--- src/rtl/stream_threshold_pkg.sv ---
// Shared mode encoding and sizing helpers for the stream_threshold binariser.
package stream_threshold_pkg;

   typedef enum logic {
      THR_MODE_TABLE    = 1'b0,
      THR_MODE_ADAPTIVE = 1'b1
   } thr_mode_e;

   function automatic int acc_width(input int pixel_width, input int log2_frame_pixels);
      return pixel_width + log2_frame_pixels;
   endfunction

   // Evenly spaced levels strictly inside the pixel range.
   function automatic int default_level(input int k, input int pixel_width, input int num_levels);
      return ((k + 1) * (1 << pixel_width)) / (num_levels + 1);
   endfunction

endpackage

--- src/rtl/threshold_mean_acc.sv ---
// Saturating per-frame luma accumulator; publishes the clamped frame mean
// as the adaptive threshold when the last pixel of a frame is accepted.
module threshold_mean_acc
   import stream_threshold_pkg::*;
#(
   parameter int PIXEL_WIDTH       = 7,
   parameter int LOG2_FRAME_PIXELS = 16
) (
   input  logic                   clk_in,
   input  logic                   rst_n_in,
   input  logic                   accept_in,
   input  logic                   last_in,
   input  logic [PIXEL_WIDTH-1:0] pixel_in,
   output logic [PIXEL_WIDTH-1:0] adaptive_thresh_out
);

   localparam int ACC_WIDTH = acc_width(PIXEL_WIDTH, LOG2_FRAME_PIXELS);
   localparam int SUM_W     = ACC_WIDTH + 1;
   localparam logic [PIXEL_WIDTH-1:0] MID_LEVEL = PIXEL_WIDTH'(1 << (PIXEL_WIDTH - 1));

   logic [ACC_WIDTH-1:0] acc_q;
   logic [SUM_W-1:0]     sum_p0;

   function automatic logic [ACC_WIDTH-1:0] sat_acc(input logic [SUM_W-1:0] s);
      return s[ACC_WIDTH] ? '1 : s[ACC_WIDTH-1:0];
   endfunction

   function automatic logic [PIXEL_WIDTH-1:0] clamp_mean(input logic [SUM_W-1:0] s);
      logic [SUM_W-1:0] m;
      m = s >> LOG2_FRAME_PIXELS;
      return (m > SUM_W'({PIXEL_WIDTH{1'b1}})) ? '1 : m[PIXEL_WIDTH-1:0];
   endfunction

   assign sum_p0 = {1'b0, acc_q} + SUM_W'(pixel_in);

   // Stage p0 -> registered accumulator and mean
   always_ff @(posedge clk_in or negedge rst_n_in) begin
      if (!rst_n_in) begin
         acc_q               <= '0;
         adaptive_thresh_out <= MID_LEVEL;
      end else if (accept_in) begin
         if (last_in) begin
            adaptive_thresh_out <= clamp_mean(sum_p0);
            acc_q               <= '0;
         end else begin
            acc_q <= sat_acc(sum_p0);
         end
      end
   end

endmodule

--- src/rtl/stream_threshold.sv ---
// Streaming luma binariser with per-frame latched table/adaptive threshold.
// Optional macro STREAM_THRESHOLD_COUNT_EN adds a per-frame ones counter.
module stream_threshold
   import stream_threshold_pkg::*;
#(
   parameter  int PIXEL_WIDTH       = 7,
   parameter  int NUM_LEVELS        = 4,
   parameter  int LOG2_FRAME_PIXELS = 16,
   localparam int SEL_WIDTH         = $clog2(NUM_LEVELS),
   localparam int ACC_WIDTH         = acc_width(PIXEL_WIDTH, LOG2_FRAME_PIXELS)
) (
   input  logic                   clk_in,
   input  logic                   rst_n_in,
   input  logic [PIXEL_WIDTH-1:0] pixel_in,
   input  logic                   pixel_valid_in,
   input  logic                   pixel_last_in,
   output logic                   pixel_ready_out,
   input  logic                   mode_in,
   input  logic [SEL_WIDTH-1:0]   level_sel_in,
   input  logic                   cfg_we_in,
   input  logic [SEL_WIDTH-1:0]   cfg_addr_in,
   input  logic [PIXEL_WIDTH-1:0] cfg_data_in,
   output logic                   bit_out,
   output logic                   bit_valid_out,
   output logic                   bit_last_out,
   input  logic                   bit_ready_in,
   output logic [PIXEL_WIDTH-1:0] thresh_active_out
`ifdef STREAM_THRESHOLD_COUNT_EN
   ,
   output logic [ACC_WIDTH-1:0]   ones_count_out,
   output logic                   ones_count_valid_out
`endif
);

   logic                   vld_p1, bit_p1, last_p1;
   logic                   frame_start_q;
   logic [PIXEL_WIDTH-1:0] tbl_q [NUM_LEVELS];
   logic [PIXEL_WIDTH-1:0] thresh_q, adaptive_thresh;
   logic [PIXEL_WIDTH-1:0] new_thr_p0, cmp_thr_p0;
   logic [SEL_WIDTH-1:0]   sel_p0;
   logic                   accept_p0;

   assign pixel_ready_out = !vld_p1 || bit_ready_in;
   assign accept_p0       = pixel_valid_in && pixel_ready_out;

   assign sel_p0     = (int'(level_sel_in) >= NUM_LEVELS) ? SEL_WIDTH'(NUM_LEVELS - 1) : level_sel_in;
   assign new_thr_p0 = (thr_mode_e'(mode_in) == THR_MODE_ADAPTIVE) ? adaptive_thresh : tbl_q[sel_p0];
   // The frame-start pixel is compared against the threshold being latched now.
   assign cmp_thr_p0 = frame_start_q ? new_thr_p0 : thresh_q;

   assign bit_out           = bit_p1;
   assign bit_valid_out     = vld_p1;
   assign bit_last_out      = last_p1;
   assign thresh_active_out = thresh_q;

   always_ff @(posedge clk_in or negedge rst_n_in) begin
      if (!rst_n_in) begin
         for (int k = 0; k < NUM_LEVELS; k++)
            tbl_q[k] <= PIXEL_WIDTH'(default_level(k, PIXEL_WIDTH, NUM_LEVELS));
      end else if (cfg_we_in && int'(cfg_addr_in) < NUM_LEVELS) begin
         tbl_q[cfg_addr_in] <= cfg_data_in;
      end
   end

   always_ff @(posedge clk_in or negedge rst_n_in) begin
      if (!rst_n_in) begin
         frame_start_q <= 1'b1;
         thresh_q      <= PIXEL_WIDTH'(default_level(0, PIXEL_WIDTH, NUM_LEVELS));
      end else if (accept_p0) begin
         frame_start_q <= pixel_last_in;
         if (frame_start_q)
            thresh_q <= new_thr_p0;
      end
   end

   // Stage p0 -> p1: single output register
   always_ff @(posedge clk_in or negedge rst_n_in) begin
      if (!rst_n_in) begin
         vld_p1  <= 1'b0;
         bit_p1  <= 1'b0;
         last_p1 <= 1'b0;
      end else if (accept_p0) begin
         vld_p1  <= 1'b1;
         bit_p1  <= (pixel_in > cmp_thr_p0);
         last_p1 <= pixel_last_in;
      end else if (bit_ready_in) begin
         vld_p1 <= 1'b0;
      end
   end

   threshold_mean_acc #(
      .PIXEL_WIDTH       (PIXEL_WIDTH),
      .LOG2_FRAME_PIXELS (LOG2_FRAME_PIXELS)
   ) u_mean_acc (
      .clk_in              (clk_in),
      .rst_n_in            (rst_n_in),
      .accept_in           (accept_p0),
      .last_in             (pixel_last_in),
      .pixel_in            (pixel_in),
      .adaptive_thresh_out (adaptive_thresh)
   );

`ifdef STREAM_THRESHOLD_COUNT_EN
   logic                 out_fire;
   logic [ACC_WIDTH-1:0] ones_run_q;

   function automatic logic [ACC_WIDTH-1:0] sat_inc(input logic [ACC_WIDTH-1:0] c, input logic b);
      return (b && (c != '1)) ? c + ACC_WIDTH'(1) : c;
   endfunction

   assign out_fire = vld_p1 && bit_ready_in;

   // Stage p1 -> frame summary, counted on the output handshake
   always_ff @(posedge clk_in or negedge rst_n_in) begin
      if (!rst_n_in) begin
         ones_run_q           <= '0;
         ones_count_out       <= '0;
         ones_count_valid_out <= 1'b0;
      end else begin
         ones_count_valid_out <= out_fire && last_p1;
         if (out_fire) begin
            if (last_p1) begin
               ones_count_out <= sat_inc(ones_run_q, bit_p1);
               ones_run_q     <= '0;
            end else begin
               ones_run_q <= sat_inc(ones_run_q, bit_p1);
            end
         end
      end
   end
`endif

endmodule

--- config.mk ---
export PLATFORM = sky130hd
export DESIGN_NAME = stream_threshold
export DESIGN_NICKNAME = d
export VERILOG_FILES = /design/src/rtl/stream_threshold_pkg.sv /design/src/rtl/threshold_mean_acc.sv /design/src/rtl/stream_threshold.sv
export SDC_FILE = /design/constraint.sdc
export NUM_CORES = 1
export LEC_CHECK = 0
export ABC_AREA = 1
export BUFFER_PORTS_ARGS = -buffer_cell sky130_fd_sc_hd__buf_4
export CELL_PAD_IN_SITES_DETAIL_PLACEMENT = 0
export CELL_PAD_IN_SITES_GLOBAL_PLACEMENT = 1
export CORE_MARGIN = 8
export CORE_UTILIZATION = 44
export CTS_CLUSTER_DIAMETER = 120
export DETAILED_ROUTE_END_ITERATION = 12
export PLACE_DENSITY_LB_ADDON = 0.1
export SYNTH_ARGS = -nofsm -noshare
export SYNTH_HDL_FRONTEND = slang
export SYNTH_SLANG_ARGS = --single-unit
--- constraint.sdc ---
create_clock -name clk_in -period 2 [get_ports clk_in]
set_input_delay 0.2 -clock clk_in [delete_from_list [all_inputs] [get_ports clk_in]]
set_output_delay 0.2 -clock clk_in [all_outputs]
set_load 0.01 [all_outputs]
Word-level counts from Yosys, hierarchy flattened
Index checks and enable logic that the tools add are counted.
Storage, ports and cells
  register bits after elaboration: 69
  bits of input ports: 25
  output and inout bits: 11
  logic and storage cells: 38
Operators by class
  magnitude comparators: 5
  reductions and logical operators: 6
  muxes and demuxes: 13
  bitwise logic cells: 2
  $add $sub $neg: 1
Operators with widths (number)
  $mux W23: 2
  $mux W7: 6
  $bwmux W28: 1
  $add A23 B7 Y24: 1
  $bmux W7 S2: 1
  $demux W7 S2: 1
  $gt A8 B7 Y1 const B: 1
  $gt A7 B7 Y1: 1
  $ge A3 B3 Y1 const B: 2
  $not A2 Y3: 2
  $lt A3 B1 Y1 const B: 1
  $logic_and A1 B1 Y1: 2
  $mux W1: 2
  $reduce_and A2 Y1: 1
  $reduce_bool A2 Y1: 1
  $logic_not A1 Y1: 1
  $logic_or A1 B1 Y1: 1

Longest topological paths before layout
  depth after elaboration: 7
  gate-level depth with buffers: 13
  mapped depth without buffers: 12

Hierarchy
Synthesis repeated with hierarchy kept, for this count alone.
Second synthesis, totals
  cell total of the unflattened synthesis: 608
  area total of the unflattened synthesis: 4250.3 um2
Modules (own cells, without submodules)
  threshold_mean_acc: times used 1, seq. area each 752.0 um2, cells each 334, area an instance 2225.9 um2
  stream_threshold: times used 1, seq. area each 998.5 um2, cells each 274, area an instance 2024.4 um2

Worst setup path before layout
No wires, ideal clock.
  path type: reg2reg
  start: register u_mean_acc.acc_q[0]
  end: register u_mean_acc.acc_q[8]
  arrival: 1.637 ns
  path slack: 0.240 ns
  stages on the path, launching flop included: 10
  path buffers: 0
  cells stage by stage: dfrtp_1 ha_1 fa_1 nand3_1 nand3_1 nand2_1 nand2_1 xor2_1 o21ai_0 nand2_1
Between the ends
  cells in the longest elaborated chain, start to end: 3
Ends and longest elaborated chain
  from (decl): RTL line threshold_mean_acc.sv:21  | logic [ACC_WIDTH-1:0] acc_q;
  from (signal assigned): RTL line threshold_mean_acc.sv:46  | acc_q <= sat_acc(sum_p0);
  $add A23 B7 Y24: RTL line threshold_mean_acc.sv:34  | assign sum_p0 = {1'b0, acc_q} + SUM_W'(pixel_in);
  $mux W23: RTL line threshold_mean_acc.sv:25  | return s[ACC_WIDTH] ? '1 : s[ACC_WIDTH-1:0];
  $mux W23: RTL line threshold_mean_acc.sv:42  | if (last_in) begin
Every way passes these cells.
A chain may end at the register's enable or synchronous reset.

Worst setup path after layout
  start: register tbl_q[18] in the netlist's numbering
  end: register bit_p1 (netlist: bit_out)
Between the ends
  cells in the longest elaborated chain, start to end: 6
Ends and longest elaborated chain
  from (decl): RTL line stream_threshold.sv:37  | logic [PIXEL_WIDTH-1:0] tbl_q [NUM_LEVELS];
  from (signal, indexed assignment): RTL line stream_threshold.sv:59  | tbl_q[k] <= PIXEL_WIDTH'(default_level(k, PIXEL_WIDTH, NUM_LEVELS));
  from (signal, indexed assignment): RTL line stream_threshold.sv:61  | tbl_q[cfg_addr_in] <= cfg_data_in;
  $bmux W7 S2: RTL line stream_threshold.sv:47  | assign new_thr_p0 = (thr_mode_e'(mode_in) == THR_MODE_ADAPTIVE) ? adaptive_thresh : tbl_q[sel_p0];
  $mux W7 (not written as such) (2 in series): RTL line stream_threshold.sv:47
  $mux W7: RTL line stream_threshold.sv:47
  $mux W7
  $gt A7 B7 Y1: RTL line stream_threshold.sv:84  | bit_p1 <= (pixel_in > cmp_thr_p0);
  to (signal assigned): RTL line stream_threshold.sv:84
  to (decl): RTL line stream_threshold.sv:35  | logic vld_p1, bit_p1, last_p1;
Every way passes these cells. The select of a mux whose other input is x is not followed.

==> metrics.csv <==
metric,value,unit
status,completed,
worst_pin_slew,530,ps
drtPass1Iterations,4,
die_area,12700,um2
period_minus_slack,1910,ps
slew_headroom,64.6,%
grt_busiest_layer,met2,
grt-ovfl-total,0,
synthTopCellsByArea,"dfrtp_1 (30%), nand2_1 (20%), dfstp_2 (12%), o21ai_0 (7.7%), inv_1 (4.7%)",
hold_depth,3,
synthCells,565,
nets,652,
start_util,44.8,%
postRouteAntennaNets,0,
async_flop_share,100,%
reg2regPathDepth,10,
period_share,95.6,%
path_delay_family,compound AO/OA/AOI/OAI gates,
synth-seq-area-share,42.7,%
layout_setup_ws,89.0,ps
yosysMostFrequentCell,nand2_1,
row_count,35,
io_buffers,35,
grt_max_degree,37,
insertion_delay,350,ps
area_growth_syn_to_layout,18.0,%
synth_top_cell_area_share,30.5,%
max_stage_delay,530,ps
dp_slack,-17.9,ps
grtUsageTotal,18.2,%
synth_edf_count,0,
critPathBufInv,0,
ys_seq_elements,69,
grt_util_met2,32.1,%
hold_class,input pin to register,
clock.fmax,523,MHz
worst-path-max-fanout,2,
clock_skew,12.9,ps
use_met1,22.1,%
slowest_stage,dfstp_2,
diodes,0,
drc,0,
drv_cap,0,
cts_sinks,69,
synth_top_cell_by_area,dfrtp_1,
critPathRequiredTime,2230,ps
final_max_slew_viol_count,0,
htreeDepth,3,
routabilityCongestion,0.933,
synth_cell_types,29,
power_density,885,nW/um2
synth_flop_cell,dfrtp_1,
grt_pass1_vias,3656,
die_h,113,um
path_class,register to register,
hold_viol,0,
antenna_found_initial,0,
crit_top_cell,o21ai_0,
grt_pass1_wl,18500,um
avgRoutedWirePerCell,14.8,um
cts_tree,built,
cts_buffers,9,
cp_data_arrival_time,2140,ps
rsz0062_at_grt,yes,
die_w,113,um
synthTopCellsByCount,"nand2_1 (221), o21ai_0 (63), inv_1 (51), dfrtp_1 (50), nand3_1 (37)",
synth.net_count,605,
io_pins,36,
avgSynthCellArea,7.26,um2
drive_gt1_share,18.2,%
cts_root_buffer,clkbuf_8,
p_leak,2.49,nW
yosysWarningCount,0,
routed_wl,10800,um
grt_use_met3,3.65,%
setup_violations,0,
post_cts_buffers,0,
core_area,9150,um2
drt_iter0_markers,187,
n_fill_cell,918,
path_cells,"o21ai_0, o22ai_1, nand2_1, nand2_1, o21ai_0, ha_1, a21oi_1, o21ai_0, a21oi_1, o21ai_0",
worst_setup_path_end_kind,register,
cp_num_cells,10,
critPathLaunchType,register,
netlist_area,4100,um2
vias,3671,
cts_buffer_depth,2,
peakVddDrop,0.448,mV
path_clk_slew,80,ps
viasPerCell,5.04,
hpwl,8160,um
final_core_util,52.9,%
## state kept, by name, summed over array words and instances (netlist names)
signal / flops
frame_start_q: 1
u_mean_acc.adaptive_thresh_out: 7
u_mean_acc.acc_q: 23
tbl_q: 28
bit_out: 1
bit_valid_out: 1
thresh_active_out: 7
bit_last_out: 1
## final cells by class
class | count | area, um2 | share of cell area (%)
multi-input combinational | 429 | 2110 | 43.5
sequential | 69 | 1750 | 36.1
timing repair buffer | 50 | 403 | 8.32
inverter | 53 | 199 | 4.11
tap | 111 | 139 | 2.87
clock buffer | 9 | 124 | 2.56
clock inverter | 7 | 121 | 2.51
## worst reg2reg max path: stages, from the launching register on
cell and delay (ps):
dfstp_2 530, o21ai_0 80, o22ai_1 200, nand2_1 80
nand2_1 60, o21ai_0 110, ha_1 310, a21oi_1 140
o21ai_0 90, a21oi_1 120, o21ai_0 80
## where the power goes
group          internal, mW  total (mW)  leakage [nW]  switching (mW)
combinational         0.442        1.09          1.51           0.646
clock                 0.835        1.43         0.124           0.593
sequential             1.63        1.77         0.858           0.137
total                  2.91        4.28          2.49            1.38
## kinds of logic (layout without fill, tap and decap cells)
group | after synthesis | in the layout | synth area share [%]
and+or+nand+nor | 317 | 317 | 33.0
AOI/OAI and AO/OA | 91 | 91 | 11.7
DFF | 69 | 69 | 42.7
buffers and inverters | 67 | 119 | 6.59
adders and majority gates | 15 | 15 | 4.76
xor gates and xnor gates | 6 | 6 | 1.28
## cell usage in the layout (no fill, tap or decap), types with 6 or more instances in the layout
cell	Yosys	routed
a21oi_1	16	16
buf_4	2	47
clkbuf_8	0	9
dfrtp_1	50	50
dfstp_2	19	19
ha_1	14	13
inv_1	51	51
nand2_1	221	220
nand3_1	37	36
nand3_2	5	6
nor2_1	36	33
nor2_2	3	6
o21ai_0	63	57
o22ai_1	7	7
## stage by stage
stage	total power [mW]	setup TNS [ps]	std cells	hold slack, ps	cell area (um2)
after floorplan	2.45	0	565	-95.6	4100
after global placement	2.85	0	711	196	4560
after detailed placement	2.86	-17.9	711	197	4560
after CTS	4.31	0	728	123	4820
after global routing	4.56	-37.7	728	134	4840
final	4.28	0	728	133	4840
## path summary, 6_finish.rpt
path                                     start                           endpoint  slack (ps)
worst min-delay path            pixel_valid_in                      bit_valid_out         130
max in group asynchronous             rst_n_in  u_mean_acc.adaptive_thresh_out[6]        1060
min in group asynchronous             rst_n_in                          tbl_q[11]         350
worst max register to register       tbl_q[18]                            bit_out          90
worst max-delay path                 tbl_q[18]                            bit_out          90
worst min register to register       tbl_q[19]                          tbl_q[19]         490
## routing by layer
metal	vias to the layer above	routed length, um
met3	4	283
li1	1913	-
met1	1717	5020
met2	37	5440
met5	-	0
met4	0	57
## what timing repair did
action,in CTS,in global routing
endpoints found under the hold margin,20,0
setup endpoints to repair,0,19
hold buffers,1,0
gates resized for setup,0,14
Power figures use the tool's default switching activity.
